[src/rtl/tfe_pkg.sv]
// Shared types and helpers for the TensorFlowE post-processing stages.
package tfe_pkg;

  localparam int DATA_W_DEFAULT = 8;

  typedef logic [2:0] pool_len_t;

  function automatic logic [DATA_W_DEFAULT-1:0] relu8(
    input logic [DATA_W_DEFAULT-1:0] x,
    input logic                      en
  );
    return (en && x[DATA_W_DEFAULT-1]) ? '0 : x;
  endfunction

  function automatic logic [DATA_W_DEFAULT-1:0] smax8(
    input logic [DATA_W_DEFAULT-1:0] a,
    input logic [DATA_W_DEFAULT-1:0] b
  );
    return ($signed(a) > $signed(b)) ? a : b;
  endfunction

endpackage

[src/rtl/tfe_pool_out_if.sv]
// Sample stream in, pooled FIFO read side out; master = core/wrapper, slave = pool stage.
interface tfe_pool_out_if
  import tfe_pkg::*;
#(
  parameter int DATA_W = DATA_W_DEFAULT
);
  logic [DATA_W-1:0] Datos_in;
  logic              Ena_in;
  logic              relu_en;
  pool_len_t         pool_len;
  logic              flush;
  logic              rd_en;
  logic [DATA_W-1:0] Datos_out;
  logic              Ena_out;
  logic              full;
  logic              overflow;

  modport master (
    output Datos_in, Ena_in, relu_en, pool_len, flush, rd_en,
    input  Datos_out, Ena_out, full, overflow
  );

  modport slave (
    input  Datos_in, Ena_in, relu_en, pool_len, flush, rd_en,
    output Datos_out, Ena_out, full, overflow
  );
endinterface

[src/rtl/tfe_fifo.sv]
// Show-ahead FIFO; a push into a full FIFO is accepted only alongside a pop.
module tfe_fifo #(
  parameter int DEPTH  = 4,
  parameter int DATA_W = 8
) (
  input  logic              clk,
  input  logic              push,
  input  logic              pop,
  input  logic              clr,
  input  logic [DATA_W-1:0] din,
  output logic [DATA_W-1:0] dout,
  output logic              empty,
  output logic              full
);
  localparam int AW = $clog2(DEPTH);
  localparam int CW = AW + 1;

  logic [DATA_W-1:0] r_mem [DEPTH];
  logic [AW-1:0]     r_wr_ptr;
  logic [AW-1:0]     r_rd_ptr;
  logic [CW-1:0]     r_count;
  logic              w_do_push;
  logic              w_do_pop;

  assign empty     = (r_count == '0);
  assign full      = (r_count == CW'(DEPTH));
  assign w_do_pop  = pop && !empty;
  assign w_do_push = push && (!full || w_do_pop);
  assign dout      = empty ? '0 : r_mem[r_rd_ptr];

  always_ff @(posedge clk) begin
    if (w_do_push) begin
      r_mem[r_wr_ptr] <= din;
    end
  end

  always_ff @(posedge clk) begin
    if (clr) begin
      r_wr_ptr <= '0;
      r_rd_ptr <= '0;
      r_count  <= '0;
    end else begin
      if (w_do_push) r_wr_ptr <= r_wr_ptr + 1'b1;
      if (w_do_pop)  r_rd_ptr <= r_rd_ptr + 1'b1;
      case ({w_do_push, w_do_pop})
        2'b10:   r_count <= r_count + 1'b1;
        2'b01:   r_count <= r_count - 1'b1;
        default: r_count <= r_count;
      endcase
    end
  end
endmodule

[src/rtl/tfe_pool_out.sv]
// ReLU + signed max-pool over 1..8 samples of the MAC result stream, buffered in a FIFO.
module tfe_pool_out
  import tfe_pkg::*;
#(
  parameter int DEPTH  = 4,
  parameter int DATA_W = DATA_W_DEFAULT
) (
  input  logic          clk,
  input  logic          rst,
  tfe_pool_out_if.slave bus
);
  logic [DATA_W-1:0] r_win_max;
  pool_len_t         r_win_cnt;
  pool_len_t         r_win_len;
  logic              r_in_win;
  logic              r_overflow;

  logic [DATA_W-1:0] w_v;
  logic [DATA_W-1:0] w_max_new;
  pool_len_t         w_cnt_inc;
  logic              w_done;
  logic              w_push;
  logic              w_pop;
  logic              w_clr;
  logic              w_empty;
  logic              w_full;

  // Package helpers are 8-bit; other widths fall back to the equivalent inline logic.
  if (DATA_W == DATA_W_DEFAULT) begin : g_pkg_fn
    assign w_v       = relu8(bus.Datos_in, bus.relu_en);
    assign w_max_new = r_in_win ? smax8(r_win_max, w_v) : w_v;
  end else begin : g_generic
    assign w_v       = (bus.relu_en && bus.Datos_in[DATA_W-1]) ? '0 : bus.Datos_in;
    assign w_max_new = (r_in_win && ($signed(r_win_max) > $signed(w_v))) ? r_win_max : w_v;
  end

  assign w_cnt_inc = r_win_cnt + 3'd1;
  assign w_done    = bus.Ena_in && (r_in_win ? (w_cnt_inc == r_win_len)
                                             : (bus.pool_len == 3'd0));
  assign w_push    = w_done && !bus.flush;
  assign w_pop     = bus.rd_en && !bus.flush;
  assign w_clr     = rst || bus.flush;

  always_ff @(posedge clk) begin
    if (rst) begin
      r_win_max  <= '0;
      r_win_cnt  <= '0;
      r_win_len  <= '0;
      r_in_win   <= 1'b0;
      r_overflow <= 1'b0;
    end else if (bus.flush) begin
      r_win_cnt  <= '0;
      r_in_win   <= 1'b0;
      r_overflow <= 1'b0;
    end else begin
      if (w_push && w_full && !(w_pop && !w_empty)) begin
        r_overflow <= 1'b1;
      end
      if (bus.Ena_in) begin
        r_win_max <= w_max_new;
        if (!r_in_win) begin
          r_win_len <= bus.pool_len;
          r_win_cnt <= '0;
        end else begin
          r_win_cnt <= w_cnt_inc;
        end
        r_in_win <= !w_done;
      end
    end
  end

  tfe_fifo #(
    .DEPTH  (DEPTH),
    .DATA_W (DATA_W)
  ) u_fifo (
    .clk   (clk),
    .push  (w_push),
    .pop   (w_pop),
    .clr   (w_clr),
    .din   (w_max_new),
    .dout  (bus.Datos_out),
    .empty (w_empty),
    .full  (w_full)
  );

  assign bus.Ena_out  = !w_empty;
  assign bus.full     = w_full;
  assign bus.overflow = r_overflow;
endmodule

[src/flat_wrapper.sv]
// flat-port wrapper written by rule: the top's interface ports become plain ports
module tfe_pool_out_flat import tfe_pkg::*;
#(
  parameter int DEPTH  = 4,
  parameter int DATA_W = DATA_W_DEFAULT
)
  (clk, rst, bus_Datos_in, bus_Ena_in, bus_relu_en, bus_pool_len, bus_flush, bus_rd_en, bus_Datos_out, bus_Ena_out, bus_full, bus_overflow);
  tfe_pool_out_if #(.DATA_W(DATA_W)) bus_i ();
  input  logic clk;
  input  logic rst;
  input wire logic [$bits(bus_i.Datos_in)-1:0] bus_Datos_in;
  input wire logic [$bits(bus_i.Ena_in)-1:0] bus_Ena_in;
  input wire logic [$bits(bus_i.relu_en)-1:0] bus_relu_en;
  input wire logic [$bits(bus_i.pool_len)-1:0] bus_pool_len;
  input wire logic [$bits(bus_i.flush)-1:0] bus_flush;
  input wire logic [$bits(bus_i.rd_en)-1:0] bus_rd_en;
  output wire logic [$bits(bus_i.Datos_out)-1:0] bus_Datos_out;
  output wire logic [$bits(bus_i.Ena_out)-1:0] bus_Ena_out;
  output wire logic [$bits(bus_i.full)-1:0] bus_full;
  output wire logic [$bits(bus_i.overflow)-1:0] bus_overflow;
  assign bus_i.Datos_in = bus_Datos_in;
  assign bus_i.Ena_in = bus_Ena_in;
  assign bus_i.relu_en = bus_relu_en;
  assign bus_i.pool_len = bus_pool_len;
  assign bus_i.flush = bus_flush;
  assign bus_i.rd_en = bus_rd_en;
  assign bus_Datos_out = bus_i.Datos_out;
  assign bus_Ena_out = bus_i.Ena_out;
  assign bus_full = bus_i.full;
  assign bus_overflow = bus_i.overflow;
  tfe_pool_out #(.DEPTH(DEPTH), .DATA_W(DATA_W)) u_core (.clk(clk), .rst(rst), .bus(bus_i));
endmodule
[config.mk]
export PLATFORM = sky130hd
export DESIGN_NAME = tfe_pool_out_flat
export DESIGN_NICKNAME = d
export VERILOG_FILES = /design/src/rtl/tfe_pkg.sv /design/src/rtl/tfe_pool_out_if.sv /design/src/rtl/tfe_fifo.sv /design/src/rtl/tfe_pool_out.sv /design/src/flat_wrapper.sv
export SDC_FILE = /design/constraint.sdc
export NUM_CORES = 1
export LEC_CHECK = 0
export CAP_MARGIN = 5
export CORE_MARGIN = 3
export CORE_UTILIZATION = 45
export DETAILED_ROUTE_END_ITERATION = 8
export HOLD_SLACK_MARGIN = 0.02
export PLACE_DENSITY = 0.7
export SKIP_CTS_REPAIR_TIMING = 1
export SLEW_MARGIN = 30
export SYNTH_ARGS = -nofsm -noshare
export SYNTH_HDL_FRONTEND = slang
export SYNTH_SLANG_ARGS = --single-unit
[constraint.sdc]
create_clock -name clk -period 2.3 [get_ports clk]
set_clock_uncertainty 0.1 [all_clocks]
set_input_delay 0.23 -clock clk [delete_from_list [all_inputs] [get_ports clk]]
set_output_delay 0.23 -clock clk [all_outputs]
set_load 0.1 [all_outputs]
# Word level (Yosys, flattened, before mapping)
# Memories as Yosys holds them, arrays and structs flattened. A register that Yosys moved wholly into a read port is not among the register bits.
# Cells that the tools add are included.
# word_totals
latch_bits	0
input_bits	17
reg_bits	23
word_cells	53
memories	1
output_inout_bits	11
ramBits	32
romBits	0
# memory_table
memory	depth	word_bits	read_ports	rd_clocked_by_memory_dff	wr	line	rtl
u_core.u_fifo.r_mem	4	8	1	1	1	tfe_fifo.sv:18	logic [DATA_W-1:0] r_mem [DEPTH];
# classes
mux	11
n_addsub	5
multipliers	0
div_mod_pow	0
bitwise	2
shift	0
n_lt_le_gt_ge	1
reduce_logical	21
n_eq_ne	4
# ops
cell	count
two-way mux 8 bit	4
greater-than comparator 8 bit	1
logical AND 1 bit	8
adder 3 x 1 -> 3 bit (second input constant)	2
zero test 3 bit	2
case mux 3 bit (2 select lines)	1
zero test 1 bit	5
adder 2 x 1 -> 2 bit (second input constant)	2
two-way mux 2 bit	2
== test 3 bit	1
== test 3 bit (second input constant)	1
two-way mux 1 bit	3
two-way mux 3 bit	1
AND reduction 3 bit	1
subtractor 3 x 1 -> 3 bit (second input constant)	1
== test 2 x 1 -> 1 bit (second input constant)	1
== test 2 bit (second input constant)	1
logical OR 1 bit	2
NOT 1 bit	2
AND reduction 2 bit	1
nonzero test 2 bit	1
OR reduction 2 bit	1

# Logic depth before layout (Yosys ltp)
# Gate-level depths: netlist of the first run.
# depth
ltp_word	8
mapped_depth	11
depth_no_buf	10

# Modules after synthesis
# A second synthesis of the first run with hierarchy kept.
# hier_totals
cells_unflattened	258
hier_area_um2	2982.9
# modules_own_cells
module	n_inst	seq_area_each_um2	cells_each	area_per_inst_um2
tfe_fifo	1	1141.1	118	1821.7
tfe_pool_out	1	320.3	140	1161.1

# Worst setup path after synthesis of the first run
# OpenSTA, ideal clock, no wires.
# synth_path
kind	register -> register
from	reg u_core.u_fifo.r_count[2]
to	reg u_core.u_fifo.r_count[0]
t_required_ns	2.072
path_stages_with_launch	7
arrival_ns	3.663
setup_time_ns	0.128
path_buffers	0
synth_period_minus_slack_ns	3.891
slack_ns	-1.591
path_cell_list	dfxtp_1 -> nor3b_1 -> a21boi_2 -> nor3_4 -> mux2_4 -> xnor2_1 -> nor2_1
# synth_between
elab_cells_between_ends	11
cone_classes	eq/ne: 3; mux: 1; reduce/logical: 7
# synth_lines
item	line	rtl
from (decl)	tfe_fifo.sv:21	logic [CW-1:0] r_count;
from (signal assigned)	tfe_fifo.sv:46	2'b10: r_count <= r_count + 1'b1;
from (signal assigned)	tfe_fifo.sv:47	2'b01: r_count <= r_count - 1'b1;
from (signal assigned)	tfe_fifo.sv:48	default: r_count <= r_count;
== test 3 bit *	tfe_fifo.sv:26	assign full = (r_count == CW'(DEPTH));
via bus_full	flat_wrapper.sv:19	output wire logic [$bits(bus_i.full)-1:0] bus_full;
zero test 1 bit *	tfe_fifo.sv:28	assign w_do_push = push && (!full || w_do_pop);
logical OR 1 bit *	tfe_fifo.sv:28	
logical AND 1 bit *	tfe_fifo.sv:28	
== test 2 x 1 -> 1 bit or == test 2 bit (tied branches)	tfe_fifo.sv:45	case ({w_do_push, w_do_pop})
case mux 3 bit (2 select lines) or nonzero test 2 bit (tied branches)	n/a	
# Mark *: on every way through the listed nets, which the timed path passes. The rest lies on a longest branch.
# A chain may end at the register's enable or synchronous reset.

# Final worst setup path of the first run
# layout_path
from	reg u_core.r_win_cnt[0]
to	reg u_core.u_fifo.r_count[2]
# layout_between
elab_chain_cells	8
elab_cells_between_ends	10
cone_classes	add/sub: 1; eq/ne: 3; mux: 2; reduce/logical: 4
# layout_lines
item	line	rtl
from (decl)	tfe_pool_out.sv:13	pool_len_t r_win_cnt;
from (signal assigned)	tfe_pool_out.sv:65	r_win_cnt <= w_cnt_inc;
adder 3 x 1 -> 3 bit *	tfe_pool_out.sv:37	assign w_cnt_inc = r_win_cnt + 3'd1;
== test 3 bit *	tfe_pool_out.sv:38	assign w_done = bus.Ena_in && (r_in_win ? (w_cnt_inc == r_win_len)
two-way mux 1 bit *	tfe_pool_out.sv:38	
logical AND 1 bit *	tfe_pool_out.sv:38	
logical AND 1 bit *	tfe_pool_out.sv:40	assign w_push = w_done && !bus.flush;
logical AND 1 bit *	tfe_fifo.sv:28	
== test 2 x 1 -> 1 bit or == test 2 bit (tied branches)	tfe_fifo.sv:45	
case mux 3 bit (2 select lines) or nonzero test 2 bit (tied branches)	n/a	
# Every way passes the cells marked *; elsewhere a longest branch is shown, timed or not.

==> results of run 1 <==
## worst max-delay path by stage
stage	to	startpoint	depth (start not counted)
floorplan	u_core.u_fifo.r_count[0]	u_core.u_fifo.r_count[2]	6
global placement	u_core.u_fifo.r_mem[1][6]	bus_Datos_in[7]	11
detailed placement	u_core.u_fifo.r_mem[2][6]	bus_Datos_in[7]	11
CTS	u_core.u_fifo.r_mem[1][6]	bus_Datos_in[7]	11
global route	u_core.r_win_max[6]	bus_Datos_in[1]	10
finish	u_core.u_fifo.r_count[2]	u_core.r_win_cnt[0]	10
## through the flow
stage | std cells | utilization (%) | TNS (ns) | area, um^2 | total power [W]
after CTS | 365 | 63.56 | -3.675 | 3607 | 0.002296
after floorplan | 231 | - | -0.05443 | 2768 | 0.001218
after detailed placement | 349 | 59.96 | -17.49 | 3403 | 0.001317
after global routing | 370 | 66.09 | -0.06670 | 3751 | 0.002375
final | 370 | 66.09 | 0 | 3751 | 0.002298
after global placement | 349 | 59.96 | -14.48 | 3403 | 0.001313
## report_power, final
group	switching (W)	total (W)	internal, W
Combinational	0.000104	0.000212	0.000108
Clock	0.000380	0.000986	0.000606
Sequential	0.00000856	0.00110	0.00109
Total	0.000493	0.00230	0.00180
## layer usage
| metal | GRT usage, % | share of wire, % | vias to the layer above | wire [um] |
|---|---|---|---|---|
| met3 | 3.850 | 4.4 | 10 | 237 |
| met4 | 7.018 | 1.7 | 0 | 94 |
| met1 | 21.42 | 45 | 927 | 2449 |
| met5 | 0 | 0 | - | 0 |
| met2 | 25.45 | 48 | 45 | 2604 |
| li1 | - | - | 963 | - |
## worst min-delay path, stage by stage
cell,delay [ns]
sky130_fd_sc_hd__dlymetal6s2s_1,0.16
sky130_fd_sc_hd__nand2b_1,0.10
sky130_fd_sc_hd__buf_4,0.13
sky130_fd_sc_hd__or3_4,0.11
sky130_fd_sc_hd__a21oi_2,0.04
## layout make-up
type / instances / area share [%]
flip-flops and latches: 57 / 39.09
multi-input cells: 153 / 34.96
clock buffers: 12 / 3.602
well taps: 72 / 2.402
clock inverters: 4 / 1.835
inverters: 9 / 0.9006
repair buffers: 63 / 17.21
## synthesized netlist by cell type (2+ instances only)
| library cell | instances | area [um^2] |
|---|---|---|
| sky130_fd_sc_hd__o21ai_0 | 18 | 90.09 |
| sky130_fd_sc_hd__ha_1 | 13 | 162.7 |
| sky130_fd_sc_hd__dfxtp_1 | 25 | 500.5 |
| sky130_fd_sc_hd__mux2_2 | 2 | 22.52 |
| sky130_fd_sc_hd__xnor2_1 | 5 | 43.79 |
| sky130_fd_sc_hd__nand2b_1 | 2 | 12.51 |
| sky130_fd_sc_hd__mux4_2 | 8 | 180.2 |
| sky130_fd_sc_hd__nor3b_1 | 2 | 15.01 |
| sky130_fd_sc_hd__nor2b_1 | 10 | 62.56 |
| sky130_fd_sc_hd__or3_1 | 7 | 43.79 |
| sky130_fd_sc_hd__o211ai_1 | 2 | 15.01 |
| sky130_fd_sc_hd__and2_2 | 4 | 30.03 |
| sky130_fd_sc_hd__inv_1 | 9 | 33.78 |
| sky130_fd_sc_hd__edfxtp_1 | 32 | 960.9 |
| sky130_fd_sc_hd__a21oi_1 | 13 | 65.06 |
| sky130_fd_sc_hd__nand4_1 | 2 | 12.51 |
| sky130_fd_sc_hd__xor2_1 | 2 | 17.52 |
| sky130_fd_sc_hd__nor2_1 | 15 | 56.30 |
| sky130_fd_sc_hd__nand2_1 | 24 | 90.09 |
| sky130_fd_sc_hd__buf_2 | 4 | 20.02 |
| sky130_fd_sc_hd__clkbuf_1 | 8 | 30.03 |
| sky130_fd_sc_hd__mux2i_1 | 2 | 20.02 |
| sky130_fd_sc_hd__a21o_1 | 2 | 15.01 |
## cells by family after synthesis
kind of cell,share of synthesized area (%)
adder cells (fa/ha/maj),6.694
XOR/XNOR,3.072
AND/OR/NAND/NOR,14.49
buffers and inverters,3.072
flip-flops,53.55
multiplexers,8.711
AO/OA/AOI/OAI,10.41
## sequential cells by signal, summed over array words and instances, names as in the netlist, named ones only
signal,count
u_core.u_fifo.r_wr_ptr,2
u_core.r_win_max,8
u_core.r_win_cnt,3
u_core.r_in_win,1
u_core.u_fifo.r_count,3
u_core.u_fifo.r_rd_ptr,2
u_core.bus.overflow,1
u_core.r_win_len,3
u_core.u_fifo.r_mem,32
==> key figures, run 1 <==
Run status
  • Outcome: finished, final reports clean

Setup path
  • Setup crit end kind: flop
  • Critical path arrival: 2.35 ns
  • Slowest cell on the critical path: sky130_fd_sc_hd__fa_2
  • Cell mode on critical path: sky130_fd_sc_hd__nand2_2
  • Required time reported for the critical path endpoint: 2.42 ns
  • Buffering stage count on the worst path with inverters included: 0
  • Reg2Reg Launch Point: u_core.r_win_cnt[0]
  • Critical R2R Capture: u_core.u_fifo.r_count[2]
  • Highest cell delay on the worst timing path: 0.38 ns
  • Cells on worst reg2reg path: 10
  • Worst reg2reg setup slack: 0.07 ns
  • CP top delay family: adder cells
  • Maximum net fanout on the critical path: 2
  • Cells along the critical path: ha_4, xnor2_2, a41o_2, nand2_2, nand2_2, fa_2, o211ai_1, o41ai_4, xnor2_1, nor2_1
  • Worst setup path class: reg -> reg
  • Startpoint types: flop

CTS
  • Clock-pin slew of the registers on the worst-case setup and hold paths: 0.06 ns
  • Number of buffers inserted during clock tree synthesis: 9
  • Maximum clock insertion buffer count: 2
  • Total number of H-tree levels: 3
  • Clock Tree Root: sky130_fd_sc_hd__clkbuf_8
  • CTS tree: done
  • Sink count of the clock tree: 57
  • Worst-Skew Late Latency: 0.33 ns

Placed design
  • Setup WS pre-CTS: -0.4904 ns
  • # port buffers: 27
  • Placer Congestion: 0.7743
  • Final HPWL from detailed placement: 3737 um

Timing
  • Slew Viols, Final: 0
  • Worst slew margin relative to its limit: 73.45%
  • Pin slew with the least headroom to its limit: 0.3977 ns
  • Number of hold violations in the final report: 0
  • Final critical-path share of the clock period: 97.01%
  • Highest clock frequency the design can meet: 448.2 MHz
  • Worst Hold Margin: 0.3823 ns
  • Worst Slack Setup Final: 0.06879 ns
  • Final worst path period need: 2.231 ns
  • RSZ-0062 raised after global routing: yes
  • Final-report setup violation count: 0

Cells and area
  • Flip-flop and latch area: 1466 um^2
  • Count of fill cells added during filler insertion: 424
  • Commonest cells after routing, fill and taps aside: 34 x sky130_fd_sc_hd__buf_4, 32 x sky130_fd_sc_hd__edfxtp_1, 21 x sky130_fd_sc_hd__dfxtp_1
  • N_diodes: 0
  • Most common cell after layout, fill and taps aside: sky130_fd_sc_hd__buf_4
  • Signed area change from the synthesized netlist to the final layout: 37.46%
  • Combined area of the multi-input logic cells: 1311 um^2
  • Fraction of layout instances using a drive strength above 1: 36.58%
  • Fin nets: 324

Synthesis
  • Cells after synthesis: 231
  • Synthesized area per cell: 11.81 um^2
  • Fraction of the yosys area taken by sequential cells: 53.55%
  • Synth Register Bits: 57
  • Synth async-reset ratio: 0%
  • Yosys warns: 0
  • Most used flip-flop cell after synthesis: sky130_fd_sc_hd__edfxtp_1
  • Number of enable flip-flop cells after synthesis: 32
  • Nets in the synthesized netlist: 262
  • Count of distinct cell types in the synthesized netlist: 43
  • Area of the mapped netlist: 2729 um^2

GRT
  • Antenna violations before repair: 0
  • Wire length of the first global-routing pass: 8866 um
  • Total global routing overflow: 0
  • Total routing usage reported by global routing: 16.22%
  • Largest net degree at the start of global routing: 22
  • Vias in the first global route: 1836

Job
  • Number of max-capacitance violations reported: 0

Routing
  • Violation count after the first detailed-route iteration: 50
  • Number of vias per cell: 5.257
  • Drt wl/cell: 14.56 um
  • DRT antenna net count: 0
  • Count of unresolved DRC violations after routing: 0
  • Drt first pass iters: 4
  • Routed wire length: 5387 um
  • Vias post-DR: 1945

Power
  • P_leak: 1.367 nW
  • Pwr per Cell Area: 612.6 nW/um^2
  • Worst vdd rail ir drop: 558.5 uV

Min path
  • Hold Crit Endpoint: u_core.r_win_max[7]
  • Hold path depth: 5
  • Worst Hold Launch: bus_Datos_in[7]
  • Class of the most critical hold timing path: in -> reg

Floorplan
  • DIE AREA: 7034 um^2
  • Std-Cell Core Area: 5675 um^2
  • Number of core rows: 27
  • Number of ports placed on the die boundary: 28
  • Die height: 83.87 um
  • Die width: 83.87 um
  • Initial Utilization: 48.08%
Power figures use the tool's default switching activity.
==> run 2: changes to the inputs <==
- CAP_MARGIN: 5 -> 20
- CORE_MARGIN: 3 -> unset
==> key figures, run 2 (synthesis results as in run 1) <==
Run status
  • Outcome: finished with violations
  • Failing checks: negative setup slack

Cells and area
  • Register bank with the most flops: u_core.u_fifo.r_mem
  • Fin nets: 324
  • Max reg flops: 32
  • Layout Cell Area excl Fill: 3755 um^2
  • N_diodes: 0
  • Commonest cells after routing, fill and taps aside: 34 x sky130_fd_sc_hd__buf_4, 32 x sky130_fd_sc_hd__edfxtp_1, 22 x sky130_fd_sc_hd__dfxtp_1
  • Count of fill cells added during filler insertion: 427
  • Fin cells: 370
  • Biggest registers after layout: u_core.u_fifo.r_mem: 32 flops, u_core.r_win_max: 8 flops
  • Most common cell after layout, fill and taps aside: sky130_fd_sc_hd__buf_4
  • Fraction of layout instances using a drive strength above 1: 36.24%
  • Signed area change from the synthesized netlist to the final layout: 37.60%

Floorplan
  • Die height: 79.87 um
  • DIE AREA: 6379 um^2
  • Std-Cell Core Area: 5675 um^2
  • Number of core rows: 27
  • Die width: 79.87 um
  • Number of ports placed on the die boundary: 28
  • Initial Utilization: 48.08%

Routing
  • Count of unresolved DRC violations after routing: 0
  • Routed wire length: 5287 um
  • Violation count after the first detailed-route iteration: 53
  • Drt first pass iters: 4
  • Vias post-DR: 1884
  • Number of vias per cell: 5.092
  • Drt wl/cell: 14.29 um
  • DRT antenna net count: 0

Setup path
  • CP top delay family: adder cells
  • Buffering stage count on the worst path with inverters included: 0
  • Worst setup path class: reg -> reg
  • Highest cell delay on the worst timing path: 0.42 ns
  • Crit path launch: u_core.r_win_cnt[1]
  • Setup crit end kind: flop
  • Reg2Reg Launch Point: u_core.r_win_cnt[1]
  • Maximum net fanout on the critical path: 2
  • Slowest cell on the critical path: sky130_fd_sc_hd__fa_2
  • Startpoint types: flop
  • Cell mode on critical path: sky130_fd_sc_hd__nand2_2
  • Required time reported for the critical path endpoint: 2.42 ns
  • Critical path arrival: 2.42 ns
  • Cells along the critical path: ha_4, xnor2_2, a41o_2, nand2_2, nand2_2, fa_2, o41ai_4, xnor2_1, nor2_1

Timing
  • Final setup TNS: -0.003296 ns
  • RSZ-0062 raised after global routing: yes
  • Final critical-path share of the clock period: 100.1%
  • Pin slew with the least headroom to its limit: 0.3682 ns
  • Slew Viols, Final: 0
  • Worst Slack Setup Final: -0.003296 ns
  • Worst Hold Margin: 0.3355 ns
  • Number of hold violations in the final report: 0
  • Worst slew margin relative to its limit: 75.42%
  • Highest clock frequency the design can meet: 434.2 MHz
  • Final-report setup violation count: 1
  • Final worst path period need: 2.303 ns

Placed design
  • Setup WS pre-CTS: -0.4643 ns
  • # port buffers: 27
  • Placer Congestion: 0.8512
  • Number of instances in the placed design: 350
  • Placed standard-cell area: 3411 um^2
  • Final HPWL from detailed placement: 3604 um

Job
  • Number of max-capacitance violations reported: 0

Min path
  • Class of the most critical hold timing path: in -> reg
  • Worst Hold Launch: bus_Datos_in[7]

CTS
  • Maximum clock insertion buffer count: 2
  • Clock Tree Root: sky130_fd_sc_hd__clkbuf_8
  • Number of buffers inserted during clock tree synthesis: 9
  • Worst-Skew Late Latency: 0.34 ns
  • Clock-pin slew of the registers on the worst-case setup and hold paths: 0.06 ns
  • Sink count of the clock tree: 57
  • Total number of H-tree levels: 3
  • CTS tree: done

GRT
  • Vias in the first global route: 1816
  • Largest net degree at the start of global routing: 22
  • Wire length of the first global-routing pass: 8307 um
  • Total routing usage reported by global routing: 17.99%
  • Total global routing overflow: 0
  • Antenna violations before repair: 0

Power
  • Pwr per Cell Area: 598.8 nW/um^2
  • Worst vdd rail ir drop: 372.1 uV
  • P_leak: 1.360 nW
run 2: through the flow:
stage,power (W),utilization (%)
floorplan,0.001218,-
finish,0.002248,66.16
detailed placement,0.001316,60.10
CTS,0.002242,63.58
global placement,0.001312,60.10
global route,0.002320,66.16
run 2: tightest hold or removal path, cell delays in order:
cell and delay, ns:
sky130_fd_sc_hd__dlymetal6s2s_1 0.14, sky130_fd_sc_hd__nand2b_1 0.10, sky130_fd_sc_hd__buf_4 0.11, sky130_fd_sc_hd__or3_1 0.09, sky130_fd_sc_hd__a21oi_1 0.05
run 2: area by class of cell:
class	instances	area (um^2)	area share [%]
clock inverters	3	38.79	1.033
well taps	72	90.09	2.399
multi-input cells	153	1323	35.22
repair buffers	63	645.6	17.19
flip-flops and latches	57	1465	39.02
clock buffers	13	158.9	4.232
inverters	9	33.78	0.8997
run 2: where the power goes:
group | leakage (nW) | switching [W] | internal, W
clock | 0.101 | 0.000378 | 0.000554
combinational | 0.764 | 0.000105 | 0.000111
sequential | 0.495 | 0.00000877 | 0.00109
total | 1.36 | 0.000492 | 0.00176
run 2: worst paths after layout:
| kind | endpoint | cells after the start | slack [ns] |
|---|---|---|---|
| max | u_core.u_fifo.r_count[2] | 9 | -0.003 |
| min | u_core.r_win_max[7] | 5 | 0.34 |
| max reg2reg | u_core.u_fifo.r_count[2] | 9 | -0.003 |
| min reg2reg | u_core.bus.overflow | 2 | 0.40 |
run 2: layer usage:
layer / vias up / part of all wire [%] / global-route usage, %
met3: 13 / 3.2 / 3.771
met4: 0 / 2.6 / 11.25
met2: 42 / 49 / 28.97
li1: 962 / - / -
met5: - / 0 / 0
met1: 867 / 45 / 21.94
==> run 3: changes to the inputs <==
- CELL_PAD_IN_SITES_DETAIL_PLACEMENT: unset -> 2
- CELL_PAD_IN_SITES_GLOBAL_PLACEMENT: unset -> 2
- CORE_MARGIN: unset -> 4
- CORE_UTILIZATION: 45 -> 35
- PLACE_DENSITY: 0.7 -> 0.78
- SYNTH_HIERARCHICAL: unset -> 1
==> key figures, run 3 <==
Run status
  • Outcome: finished with violations
  • Failing checks: negative setup slack

Synthesis
  • Number of enable flip-flop cells after synthesis: 32
  • Synth cell count leaders: 32 x sky130_fd_sc_hd__edfxtp_1, 25 x sky130_fd_sc_hd__dfxtp_1, 19 x sky130_fd_sc_hd__inv_1, 16 x sky130_fd_sc_hd__nand2_1
  • Count of distinct cell types in the synthesized netlist: 51
  • Synthesized area per cell: 11.56 um^2
  • Fraction of the yosys area taken by sequential cells: 48.99%
  • Nets in the synthesized netlist: 289
  • Most used flip-flop cell after synthesis: sky130_fd_sc_hd__edfxtp_1
  • Post-synthesis simple-gate area fraction: 13.55%
  • Most area-hungry cell type in the Yosys netlist: sky130_fd_sc_hd__edfxtp_1
  • Area of the mapped netlist: 2983 um^2
  • Leading cell type by number of instances after synthesis: sky130_fd_sc_hd__edfxtp_1
  • Synth async-reset ratio: 0%
  • Area share of the leading cell type in the synthesized netlist: 32.21%
  • Parity-gate share of the synthesized area counting xor and xnor cells: 2.349%
  • Combinational family with the most area after synthesis: simple AND/OR/NAND/NOR gates
  • Synthesized-area fraction occupied by ao, oa, aoi and oai cells: 12.21%
  • Synth Register Bits: 57
  • Yosys warns: 6
  • Multiplexer area fraction after synthesis: 10.82%
  • Cells after synthesis: 258
  • Adder-cell share of the synthesized area: 6.124%
  • Leading post-synthesis cells by cell area: sky130_fd_sc_hd__edfxtp_1 32%, sky130_fd_sc_hd__dfxtp_1 17%, sky130_fd_sc_hd__mux4_2 6.0%

Timing
  • Highest clock frequency the design can meet: 429.1 MHz
  • Final worst path period need: 2.331 ns
  • Pin slew with the least headroom to its limit: 0.5991 ns
  • Worst slew margin relative to its limit: 59.69%
  • Final-report setup violation count: 1
  • Worst Hold Margin: 0.3647 ns
  • Slew Viols, Final: 0
  • Worst Slack Setup Final: -0.03050 ns
  • RSZ-0062 raised after global routing: yes
  • Number of hold violations in the final report: 0
  • Final critical-path share of the clock period: 101.3%

Setup path
  • Worst setup path class: reg -> reg
  • Critical path arrival: 2.50 ns
  • Startpoint types: flop
  • Setup crit end kind: flop
  • Maximum net fanout on the critical path: 2
  • Required time reported for the critical path endpoint: 2.47 ns
  • Cells on worst reg2reg path: 11
  • Worst reg2reg setup slack: -0.03 ns
  • Reg2Reg Launch Point: u_core/r_win_cnt[1]
  • Critical R2R Capture: u_core/u_fifo/r_count[2]

Min path
  • Hold path depth: 5
  • Worst Hold Launch: bus_Datos_in[6]
  • Class of the most critical hold timing path: in -> reg
  • Hold Crit Endpoint: u_core/r_win_max[6]

Cells and area
  • Fraction of layout instances using a drive strength above 1: 43.79%
  • Signed area change from the synthesized netlist to the final layout: 39.64%
  • Biggest registers after layout: u_core/u_fifo/r_mem: 32 flops, u_core/r_win_max: 8 flops
  • Fin cells: 427
  • Commonest cells after routing, fill and taps aside: 34 x sky130_fd_sc_hd__buf_4, 32 x sky130_fd_sc_hd__edfxtp_1, 22 x sky130_fd_sc_hd__dfxtp_1
  • Max reg flops: 32
  • Combined area of the multi-input logic cells: 1642 um^2
  • N_diodes: 0
  • Layout Utilization: 50.44%
  • Register bank with the most flops: u_core/u_fifo/r_mem
  • Layout Cell Area excl Fill: 4165 um^2
  • Flip-flop and latch area: 1465 um^2
  • Most common cell after layout, fill and taps aside: sky130_fd_sc_hd__buf_4
  • Fin nets: 348
  • Count of fill cells added during filler insertion: 807

GRT
  • Vias in the first global route: 2395
  • Total routing usage reported by global routing: 17.54%
  • Largest net degree at the start of global routing: 16
  • Total global routing overflow: 0
  • Wire length of the first global-routing pass: 13160 um
  • Antenna violations before repair: 0

Placed design
  • Placed standard-cell area: 3669 um^2
  • Final HPWL from detailed placement: 6097 um
  • Number of instances in the placed design: 407
  • # port buffers: 27
  • Placer Congestion: 0.7567

CTS
  • Worst-Skew Late Latency: 0.35 ns
  • Number of buffers inserted during clock tree synthesis: 9
  • Sink count of the clock tree: 57
  • Total number of H-tree levels: 3
  • CTS tree: done
  • Clock-pin slew of the registers on the worst-case setup and hold paths: 0.07 ns
  • Clock Tree Root: sky130_fd_sc_hd__clkbuf_8
  • Maximum clock insertion buffer count: 2

Power
  • Worst vdd rail ir drop: 221.6 uV
  • Pwr per Cell Area: 566.6 nW/um^2
  • P_leak: 1.522 nW

Floorplan
  • Number of core rows: 33
  • Initial Utilization: 36.12%
  • DIE AREA: 10060 um^2
  • Std-Cell Core Area: 8258 um^2
  • Die height: 100.3 um
  • Die width: 100.3 um
  • Number of ports placed on the die boundary: 28

Routing
  • Violation count after the first detailed-route iteration: 75
  • Vias post-DR: 2203
  • Routed wire length: 9075 um
  • Drt first pass iters: 4
  • Drt wl/cell: 21.25 um
  • Count of unresolved DRC violations after routing: 0
  • DRT antenna net count: 0
  • Number of vias per cell: 5.159

Job
  • Number of max-capacitance violations reported: 0
[run 3: changes by cell type after synthesis, sizes merged, moves of 3 or more]
cell    change
o21ai      -11
inv        +10
nand3      +10
nand2       -8
nand2b      +8
mux2i       +7
buf         +6
or3         -6
a21o        +5
a21oi       +3
nor3b       -3
xor2        +3
[run 3: where the power goes]
group / internal [W] / leakage (nW) / switching [W]
combinational: 0.000156 / 0.931 / 0.000172
clock: 0.000488 / 0.0962 / 0.000433
sequential: 0.00109 / 0.495 / 0.0000163
[run 3: kinds of logic (layout without fill, tap and decap cells)]
group | count (synthesis) | count (layout)
fa+ha+maj | 14 | 14
mux | 21 | 21
xor+xnor | 8 | 8
compound gates | 48 | 48
flops | 57 | 57
simple gates | 75 | 75
buf+inv | 35 | 99
[run 3: critical path, cell delays in order (launching register included)]
cell                       delay, ns
sky130_fd_sc_hd__dfxtp_2        0.34
sky130_fd_sc_hd__ha_4           0.17
sky130_fd_sc_hd__xor2_2         0.14
sky130_fd_sc_hd__xnor2_1        0.18
sky130_fd_sc_hd__a41oi_2        0.15
sky130_fd_sc_hd__nor2_2         0.20
sky130_fd_sc_hd__inv_2          0.09
sky130_fd_sc_hd__nand2b_4       0.08
sky130_fd_sc_hd__fa_2           0.21
sky130_fd_sc_hd__nand3b_1       0.09
sky130_fd_sc_hd__or3_1          0.32
sky130_fd_sc_hd__a31oi_1        0.17
[run 3: worst max-delay path by stage]
stage | start | slack (ns) | endpoint
final | u_core/r_win_cnt[1] | -0.03 | u_core/u_fifo/r_count[2]
after global routing | u_core/r_win_cnt[1] | -0.16 | u_core/u_fifo/r_count[2]
after CTS | bus_relu_en | -0.39 | u_core/u_fifo/r_mem[1][3]
after detailed placement | bus_Datos_in[7] | -0.65 | u_core/u_fifo/r_mem[3][3]
after global placement | bus_Datos_in[7] | -0.42 | u_core/u_fifo/r_mem[0][0]
after floorplan | u_core/u_fifo/r_count[1] | -0.10 | u_core/bus.overflow
[run 3: metal layers]
layer,GRT usage [%],share of wire (%)
met1,20.59,44
met3,2.919,2.2
met4,6.528,1.3
met5,0,0
met2,31.86,52
[run 3: layout make-up]
type,instances,share of cell area [%]
flip-flops and latches,57,35.18
repair buffers,64,16.10
multi-input cells,166,39.41
inverters,19,1.712
clock inverters,7,1.472
clock buffers,9,2.974
well taps,105,3.154
[run 3: through the flow]
| step | setup TNS, ns | total power (W) | worst slack (ns) |
|---|---|---|---|
| 2_1_floorplan | -0.1027 | 0.001274 | -0.1027 |
| 3_3_place_gp | -15.62 | 0.001362 | -0.4180 |
| 3_5_place_dp | -22.99 | 0.001381 | -0.6519 |
| 4_1_cts | -9.121 | 0.002295 | -0.3940 |
| 5_1_grt | -1.991 | 0.002446 | -0.1627 |
| 6_report | -0.03050 | 0.002360 | -0.03050 |
